File: src/rtl/fsm_axi_wr_pkg.sv
// Shared definitions for the AXI write/read slave FSMs.
package fsm_axi_wr_pkg;

    // FSM state encoding, shared with the read-side FSM.
    typedef enum logic [2:0] {
        ST_INIT     = 3'd0,
        ST_AW_READY = 3'd1,
        ST_IF_FULL  = 3'd2,
        ST_W_ACCEPT = 3'd3,
        ST_B_RESP   = 3'd4
    } axi_fsm_state_e;

    localparam logic [1:0] BRESP_OKAY     = 2'b00;
    localparam logic [1:0] BRESP_SLVERR   = 2'b10;
    localparam logic [1:0] BURST_RESERVED = 2'b11;

endpackage

File: src/rtl/fsm_axi_wr.sv
// AXI write slave FSM: accepts one AW, streams W beats into a selectable
// data FIFO, then returns a single B response.
module fsm_axi_wr
    import fsm_axi_wr_pkg::*;
(
    input  logic        clk,
    input  logic        reset,
    input  logic [3:0]  axs_s0_awid,
    input  logic [31:0] axs_s0_awaddr,
    input  logic [7:0]  axs_s0_awlen,
    input  logic [2:0]  axs_s0_awsize,
    input  logic [1:0]  axs_s0_awburst,
    input  logic        axs_s0_awvalid,
    output logic        axs_s0_awready,
    input  logic        axs_s0_wvalid,
    input  logic        axs_s0_wlast,
    output logic        axs_s0_wready,
    output logic [3:0]  axs_s0_bid,
    output logic [1:0]  axs_s0_bresp,
    output logic        axs_s0_bvalid,
    input  logic        axs_s0_bready,
    input  logic        in_fifo_full,
    output logic        in_fifo_push,
    output logic [1:0]  in_fifo_push_sel
);

    localparam logic [2:0] INIT     = ST_INIT;
    localparam logic [2:0] AW_READY = ST_AW_READY;
    localparam logic [2:0] IF_FULL  = ST_IF_FULL;
    localparam logic [2:0] W_ACCEPT = ST_W_ACCEPT;
    localparam logic [2:0] B_RESP   = ST_B_RESP;

    logic [2:0] state, state_nx;
    logic [3:0] awid_q;
    logic [7:0] awlen_q;
    logic [1:0] awburst_q;
    logic [1:0] sel_q;
    logic [7:0] beat_cnt;
    logic [1:0] bresp_q;

    logic aw_hs;
    logic last_beat;
    logic burst_end;

    // Beat size and the non-select address bits do not affect this FSM.
    logic unused_ok;
    assign unused_ok = ^{axs_s0_awsize, axs_s0_awaddr[31:10], axs_s0_awaddr[7:0]};

    assign axs_s0_awready   = (state == AW_READY);
    assign axs_s0_wready    = (state == W_ACCEPT) && !in_fifo_full;
    assign axs_s0_bvalid    = (state == B_RESP);
    assign in_fifo_push     = axs_s0_wvalid && axs_s0_wready;
    assign in_fifo_push_sel = sel_q;
    assign axs_s0_bid       = awid_q;
    assign axs_s0_bresp     = bresp_q;

    assign aw_hs     = axs_s0_awready && axs_s0_awvalid;
    // Burst ends at the counted length or an early wlast, whichever is first.
    assign last_beat = (beat_cnt == awlen_q);
    assign burst_end = in_fifo_push && (last_beat || axs_s0_wlast);

    // Next-state selection.
    always_comb begin
        state_nx = state;
        case (state)
            INIT:     state_nx = AW_READY;
            AW_READY: if (axs_s0_awvalid) state_nx = IF_FULL;
            IF_FULL:  if (!in_fifo_full)  state_nx = W_ACCEPT;
            W_ACCEPT: if (burst_end)      state_nx = B_RESP;
            B_RESP:   if (axs_s0_bready)  state_nx = AW_READY;
            default:  state_nx = INIT;
        endcase
    end

    // State register; reset drops any in-flight transaction.
    always_ff @(posedge clk or posedge reset) begin
        if (reset) state <= INIT;
        else       state <= state_nx;
    end

    // AW field capture; push_sel holds until the next AW acceptance.
    always_ff @(posedge clk or posedge reset) begin
        if (reset) begin
            awid_q    <= '0;
            awlen_q   <= '0;
            awburst_q <= '0;
            sel_q     <= '0;
        end else if (aw_hs) begin
            awid_q    <= axs_s0_awid;
            awlen_q   <= axs_s0_awlen;
            awburst_q <= axs_s0_awburst;
            sel_q     <= axs_s0_awaddr[9:8];
        end
    end

    // Beat counter: cleared on AW acceptance, bumped on every push.
    always_ff @(posedge clk or posedge reset) begin
        if (reset)             beat_cnt <= '0;
        else if (aw_hs)        beat_cnt <= '0;
        else if (in_fifo_push) beat_cnt <= beat_cnt + 8'd1;
    end

    // Response is decided on the final beat and held through B_RESP.
    // OKAY needs wlast exactly on the counted last beat and a legal burst type.
    always_ff @(posedge clk or posedge reset) begin
        if (reset)
            bresp_q <= '0;
        else if (burst_end)
            bresp_q <= (axs_s0_wlast && last_beat && (awburst_q != BURST_RESERVED))
                       ? BRESP_OKAY : BRESP_SLVERR;
    end

endmodule
File: config.mk
export PLATFORM = sky130hd
export DESIGN_NAME = fsm_axi_wr
export DESIGN_NICKNAME = d
export VERILOG_FILES = /design/src/rtl/fsm_axi_wr_pkg.sv /design/src/rtl/fsm_axi_wr.sv
export SDC_FILE = /design/constraint.sdc
export NUM_CORES = 1
export LEC_CHECK = 0
export ABC_AREA = 0
export CAP_MARGIN = 40
export CELL_PAD_IN_SITES_DETAIL_PLACEMENT = 2
export CELL_PAD_IN_SITES_GLOBAL_PLACEMENT = 2
export CORE_ASPECT_RATIO = 1.1
export CORE_MARGIN = 1.5
export CORE_UTILIZATION = 23
export DETAILED_ROUTE_END_ITERATION = 10
export PLACE_DENSITY = 0.87
export SYNTH_ARGS = -nofsm -noshare
export SYNTH_HDL_FRONTEND = slang
export SYNTH_SLANG_ARGS = --single-unit
File: constraint.sdc
create_clock -name clk -period 1.69 [get_ports clk]
set_clock_uncertainty 0.1 [all_clocks]
set_input_delay 0.338 -clock clk [delete_from_list [all_inputs] [get_ports clk]]
set_output_delay 0.338 -clock clk [all_outputs]
set_load 0.05 [all_outputs]
==> key figures, run 1 <==
Outcome
  • Outcome: finished, violations left
  • Failing checks: negative setup slack

Clock network
  • CTS tree: yes
  • Worst-Skew Late Latency: 280 ps
  • Post-cts hold buffer count: 0
  • Max clock buf depth: 2
  • Total number of H-tree levels: 1
  • Clock-pin slew on the worst setup and hold paths: 90 ps
  • Clk sinks: 28
  • Total CTS buffers: 3
  • Clk root buf: clkbuf_8

Global route
  • Initial antenna violation count: 0
  • GRT Total Usage: 11.97%
  • Vias in the first global route: 1169
  • First-pass GRT wire length: between 5 and 6 mm
  • Congestion Overflow GR: 0
  • Largest net degree at the start of global routing: 29

Logic synthesis
  • Post-synth top flop: dfrtp_1
  • Synth Register Bits: 28
  • Yosys warns: 0
  • Most frequent cell after synthesis: dfrtp_1
  • Area contributors post-synth: dfrtp_1 53%, mux2_2 14%, xnor2_1 5.9%
  • Commonest cells in the synthesized netlist: 28 x dfrtp_1, 16 x mux2_2, 9 x nor2_1, 9 x xnor2_1, 7 x nand4_1
  • Post-synthesis async set-or-reset flop share: 100.0%
  • Post-Syn Area: between 0.001 and 0.0015 sq mm
  • Avg Inst Size Synth: 12.42 sq um
  • Syn_nets: 164
  • Post-synthesis sequential area ratio: ~53%
  • Post-synth EDFFs: 0
  • Area leader, netlist: dfrtp_1
  • Synth cell types: 30
  • Top-area cell type share of the netlist area: a little over half
  • Cell count after synthesis: 107

Route
  • Detailed-route via count: between 1000 and 1500
  • Initial DRC count: 9
  • Wire per inst: 14.91 um
  • DRC errors left: 0
  • First drt pass iteration count: 3
  • Total Routed Length: 3.490 mm
  • Routed Antenna Nets: 0
  • Vias/cell: 4.389

Worst setup path
  • Worst R2R End: state[0]
  • CP max stage delay: 430 ps
  • Nature of the critical path startpoint: register
  • Worst EP required: 1250 ps
  • Worst Path Max Fanout: 3
  • Reg-to-reg startpoint: state[1]
  • Largest delay share family, worst path: simple AND/OR/NAND/NOR gates
  • Critical path class: reg -> out
  • Internal reg-to-reg setup slack: -50 ps
  • CP max stage cell: dfrtp_2
  • Buf/Inv on CP: 1
  • Reg2Reg Depth: 6
  • Crit path cell chain: and4bb_2, and2_4, buf_12
  • Crit path arrival time: 1320 ps
  • Critical Path End Type: output pin

Floorplan
  • DIE WIDTH: between 70 and 80 um
  • Die Area: approximately 0.0062 sq mm
  • Die Ht: 82.72 um
  • Initial core utilization: 24.31%
  • Core ar.: 0.005465 sq mm
  • I/O pin count: a little under 70
  • Cell Rows: 28

Timing
  • Crit share post-route: 104.1%
  • PnR worst setup slack: -69.96 ps
  • Max-slew violation count: 0
  • FMAX: 568.2 MHz
  • Setup TNS: -248.7 ps
  • RSZ-0062 raised after global routing: true
  • Final Hold Viols: 0
  • Final min period: approximately 1800 ps
  • Setup Viol. Count Final: 5

Finish
  • N_diodes: 0
  • Layout cells sized above 1: a little under two fifths
  • Layout net count: 217
  • Final Util: between 30% and 40%
  • Area growth, synth to finish: 52.64%

Pwr
  • Leakage power: between 0.0008 and 0.0009 uW
  • Worst vdd ir: 480.5 uV
  • Pwr Density: between 1500 and 2000 mW/mm^2

Worst hold path
  • Hold Path Class: in -> async

Placement
  • Final RePlAce weighted congestion: 0.7696
  • Detailed Place HPWL: 2.538 mm
  • Port Buffers: 33

Run
  • Max Cap Viol: 0
[layout by cell type (no fill, tap or decap), drive strengths merged, types with 2 or more instances in the layout]
cell type,instances
nor3b,2
dfrtp,28
buf,31
xor2,6
nand4,7
clkbuf,3
and2,3
mux2,16
nand2,3
clkdlybuf4s50,21
nor2,9
xnor2,9
inv,2
o21a,2
[worst reg2reg max path: cells and delay by family (launching register included)]
kind	cells	cell delay, ps
flip-flops	1	460
buffers and inverters	1	140
AO/OA/AOI/OAI	3	540
AND/OR/NAND/NOR	2	440
[flip-flops by register name, summed over array words and instances, names as in the netlist]
| register | cells |
|---|---|
| awburst_q | 2 |
| awlen_q | 8 |
| axs_s0_bid | 4 |
| axs_s0_bresp | 1 |
| beat_cnt | 8 |
| in_fifo_push_sel | 2 |
| state | 3 |
[final cells by class]
cell class,instances,area [sq um]
clock buffers,3,41.29
clock inverters,1,30.03
fillers,594,3437
inverters,2,7.507
multi-input cells,72,621.8
flip-flops and latches,28,703.2
well taps,75,93.84
repair buffers,53,530.5
[timing repair]
| item | in CTS | in global routing |
|---|---|---|
| resized for setup | 1 | 7 |
| pin swaps | 2 | 8 |
| buffers inserted | 5 | 2 |
| setup endpoints to repair | 6 | 14 |
[how the worst max path moves through the flow]
stage                 startpoint            end  slack (ps)  cells after the start
floorplan               state[1]   awburst_q[0]        -290                      5
global placement    in_fifo_full       state[0]        -270                      6
detailed placement  in_fifo_full       state[0]        -290                      6
CTS                     state[2]   in_fifo_push        -110                      3
global route            state[0]  axs_s0_bvalid        -110                      3
finish                  state[2]   in_fifo_push         -70                      3
[report_power, final]
group / internal, uW / switching (uW) / leakage, uW
Combinational: 861 / 833 / 0.000506
Sequential: 929 / 197 / 0.000340
Clock: 317 / 208 / 0.0000357
[stage by stage]
stage	hold WS, ps	instance area, sq um	total power, uW	std cells	worst slack (ps)
after floorplan	303.3	1356	2128	107	-286.0
after global placement	391.1	1873	2657	223	-272.8
after detailed placement	403.5	1873	2738	223	-293.2
after CTS	346.7	1981	3342	232	-109.6
after global routing	386.9	2028	3533	234	-114.7
final	328.4	2028	3345	234	-69.96
[layer usage]
metal	GRT usage [%]	vias to the layer above	share of wire (%)
met3	1.214	6	2.1
met2	22.02	15	57
met4	4.286	0	1.4
li1	-	471	-
met5	0	-	0
met1	14.23	535	40
[cells by family (layout without fill, tap and decap cells)]
logic type | count (synthesis) | in the layout | synth area share [%]
and+or+nand+nor | 30 | 30 | 13.09
DFF | 28 | 28 | 52.73
muxes | 17 | 17 | 14.31
xor gates and xnor gates | 15 | 15 | 9.887
AOI/OAI and AO/OA | 8 | 8 | 4.519
buffers and inverters | 7 | 59 | 4.237
adders and majority gates | 1 | 1 | 0.9415
other | 1 | 1 | 0.2822
Power figures use the tool's default switching activity.
==> run 2, diff against run 1 <==
- CORE_UTILIZATION: 23 -> 36
- DONT_BUFFER_PORTS: default -> 1
- PLACE_DENSITY: 0.87 -> 0.85
- SLEW_MARGIN: default -> 40
==> key figures, run 2 (synthesis results as in run 1) <==
Route
  • DRC errors left: 0 (unchanged)
  • Vias/cell: 5.200 (+18%)
  • Total Routed Length: 3.519 mm (+0.83%)
  • Detailed-route via count: 884 (-14%)
  • Initial DRC count: 18 (+9)
  • Wire per inst: 20.70 um (+39%)
  • Routed Antenna Nets: 0 (unchanged)
  • First drt pass iteration count: 3 (unchanged)

Timing
  • FMAX: 545.1 MHz (-4.1%)
  • PnR worst setup slack: -144.6 ps (-74.64 ps)
  • Slew @ Worst Pin: between 500 and 600 ps
  • Final min period: 1835 ps (+74.64 ps)
  • Final Hold Viols: 0 (unchanged)
  • RSZ-0062 raised after global routing: true
  • Max-slew violation count: 0 (unchanged)
  • Slew HR: 64.74%
  • Crit share post-route: 108.6% (+4.4 points)
  • Setup Viol. Count Final: 24 (+19)

Worst setup path
  • Reg-to-reg startpoint: state[1]
  • Critical Path End Type: output pin
  • Setup crit start: state[1]
  • Crit path arrival time: 1400 ps (+80 ps)
  • Critical Path End: in_fifo_push
  • Internal reg-to-reg setup slack: -120 ps (-70 ps)
  • Crit path cell chain: and4bb_2, and2_4, buf_12
  • Worst R2R End: state[0]
  • Worst Path Max Fanout: 6 (+3)
  • CP max stage cell: dfrtp_2
  • Reg2Reg Depth: 6 (unchanged)
  • Nature of the critical path startpoint: register
  • Worst EP required: 1250 ps (about the same)
  • Critical path class: reg -> out
  • CP max stage delay: 500 ps (+70 ps)

Pwr
  • Sequential share of power: 47.5% (+14 points)
  • Pwr Density: 1849 mW/mm^2 (+12%)
  • Net Switching: 1213 uW (-2.0%)
  • Clock power frac: 14.6% (-1.1 points)
  • Switch share: 39.38% (+2.4 points)
  • P_int: 1866 uW (-11%)
  • Comb power frac: 37.9% (-13 points)
  • Overall Power: 3079 uW (-8.0%)
  • Worst vdd ir: 723.5 uV (+51%)
  • Leakage power: 0.0007404 uW (-16%)

Clock network
  • Max clock buf depth: 2 (unchanged)
  • Clk sinks: 28 (unchanged)
  • Clock-pin slew on the worst setup and hold paths: 170 ps (+80 ps)
  • Total CTS buffers: 3 (unchanged)
  • Total number of H-tree levels: 1 (unchanged)
  • CTS tree: yes
  • Worst-Skew Late Latency: 340 ps (+60 ps)
  • Clk root buf: clkbuf_4

Floorplan
  • Die Area: 0.004065 sq mm (-35%)
  • DIE WIDTH: 60.93 um (-19%)
  • I/O pin count: 68 (unchanged)
  • Core ar.: 0.003441 sq mm (-37%)
  • Initial core utilization: 38.62% (+14 points)
  • Cell Rows: 22 (-21%)
  • Die Ht: 66.72 um (-19%)

Outcome
  • Outcome: finished, violations left
  • Failing checks: negative setup slack

Global route
  • Congestion Overflow GR: 0 (unchanged)
  • Vias in the first global route: 1056 (-9.7%)
  • Largest net degree at the start of global routing: 29 (unchanged)
  • First-pass GRT wire length: 5.216 mm (-7.0%)
  • Initial antenna violation count: 0 (unchanged)
  • GRT Total Usage: 17.65% (+5.7 points)

Worst hold path
  • Hold Path Class: in -> reg
  • Hold Startpoint: axs_s0_awlen[7]

Placement
  • Port Buffers: 0 (-100%)
  • Pre-CTS WS: 43.82 ps (+337.0 ps)
  • Detailed Place HPWL: 2.233 mm (-12%)
  • Final RePlAce weighted congestion: 0.7373 (-4.2%)

Finish
  • Layout cells sized above 1: 33.61% (-4.1 points)
  • Area growth, synth to finish: 25.33%
  • Layout net count: 180 (-17%)
  • N_diodes: 0 (unchanged)
  • Most frequent cells in the layout: 27 x dfrtp_1, 16 x mux2_4, 9 x nor2_1, 9 x xnor2_1
  • Commonest non-fill, non-tap cell in the layout: dfrtp_1

Run
  • Max Cap Viol: 0 (unchanged)
run 2: cell types whose count changed in the layout (fill, tap and decap cells not counted), moves of 2 or more:
cell             change
clkbuf_16            +2
buf_4               -17
clkbuf_4             +3
buf_6                +3
mux2_2              -13
clkbuf_8             -3
buf_12               -4
mux2_4              +13
clkdlybuf4s50_1     -21
run 2: cell type report:
type / instances / area (sq um)
fillers: 344 / 1775
flip-flops and latches: 28 / 701.9
multi-input cells: 72 / 645.6
repair buffers: 16 / 197.7
well taps: 48 / 60.06
clock inverters: 1 / 30.03
clock buffers: 3 / 22.52
inverters: 2 / 7.507
run 2: worst min-delay path by stage:
| stage | to | slack (ps) | cells after the start |
|---|---|---|---|
| 2_1_floorplan | awburst_q[0] | 300 | 1 |
| 5_1_grt | awlen_q[7] | 10 | 1 |
| 3_5_place_dp | axs_s0_bid[3] | 230 | 2 |
| 6_report | awlen_q[7] | 30 | 1 |
| 4_1_cts | awburst_q[1] | 30 | 1 |
| 3_3_place_gp | axs_s0_bid[3] | 210 | 2 |
run 2: timing repair:
action                                  4_1_cts  5_1_grt
endpoints found under the setup margin        5       27
buffers inserted                              3        1
pin swaps                                     2        1
resized for setup                            17        0
gates cloned                                  0        3
hold buffers                                  1        0
hold endpoints to repair                     28        0
run 2: power by group through the flow:
stage                     Sequential [uW]  Clock, uW  Combinational, uW
after detailed placement             1470          0                906
after CTS                            1460        454               1080
final                                1460        450               1170
after floorplan                      1400          0                728
after global placement               1440          0                843
after global routing                 1490        488               1250
run 2: critical path: cells and delay by family, from the launching register on:
kind	cells	cell delay, ps
buf+inv	1	140
simple gates	2	420
flops	1	500
run 2: per-layer routing:
layer / track usage, % / part of all wire [%] / vias to the layer above
li1: - / - / 401
met1: 20.79 / 40 / 460
met2: 31.99 / 56 / 19
met3: 1.942 / 2.5 / 4
met4: 6.793 / 1.3 / 0
met5: 0 / 0 / -
run 2: through the flow:
| stage | TNS (ps) | util [%] | cells | instance area, sq um | hold WS, ps |
|---|---|---|---|---|---|
| 2_1_floorplan | -5075 | - | 107 | 1356 | 303.3 |
| 3_3_place_gp | 0 | 42.11 | 158 | 1449 | 207.7 |
| 3_5_place_dp | 0 | 42.11 | 158 | 1449 | 225.4 |
| 4_1_cts | -857.9 | 46.40 | 166 | 1597 | 30.66 |
| 5_1_grt | -2663 | 48.40 | 170 | 1665 | 10.33 |
| 6_report | -861.9 | 48.40 | 170 | 1665 | 29.11 |
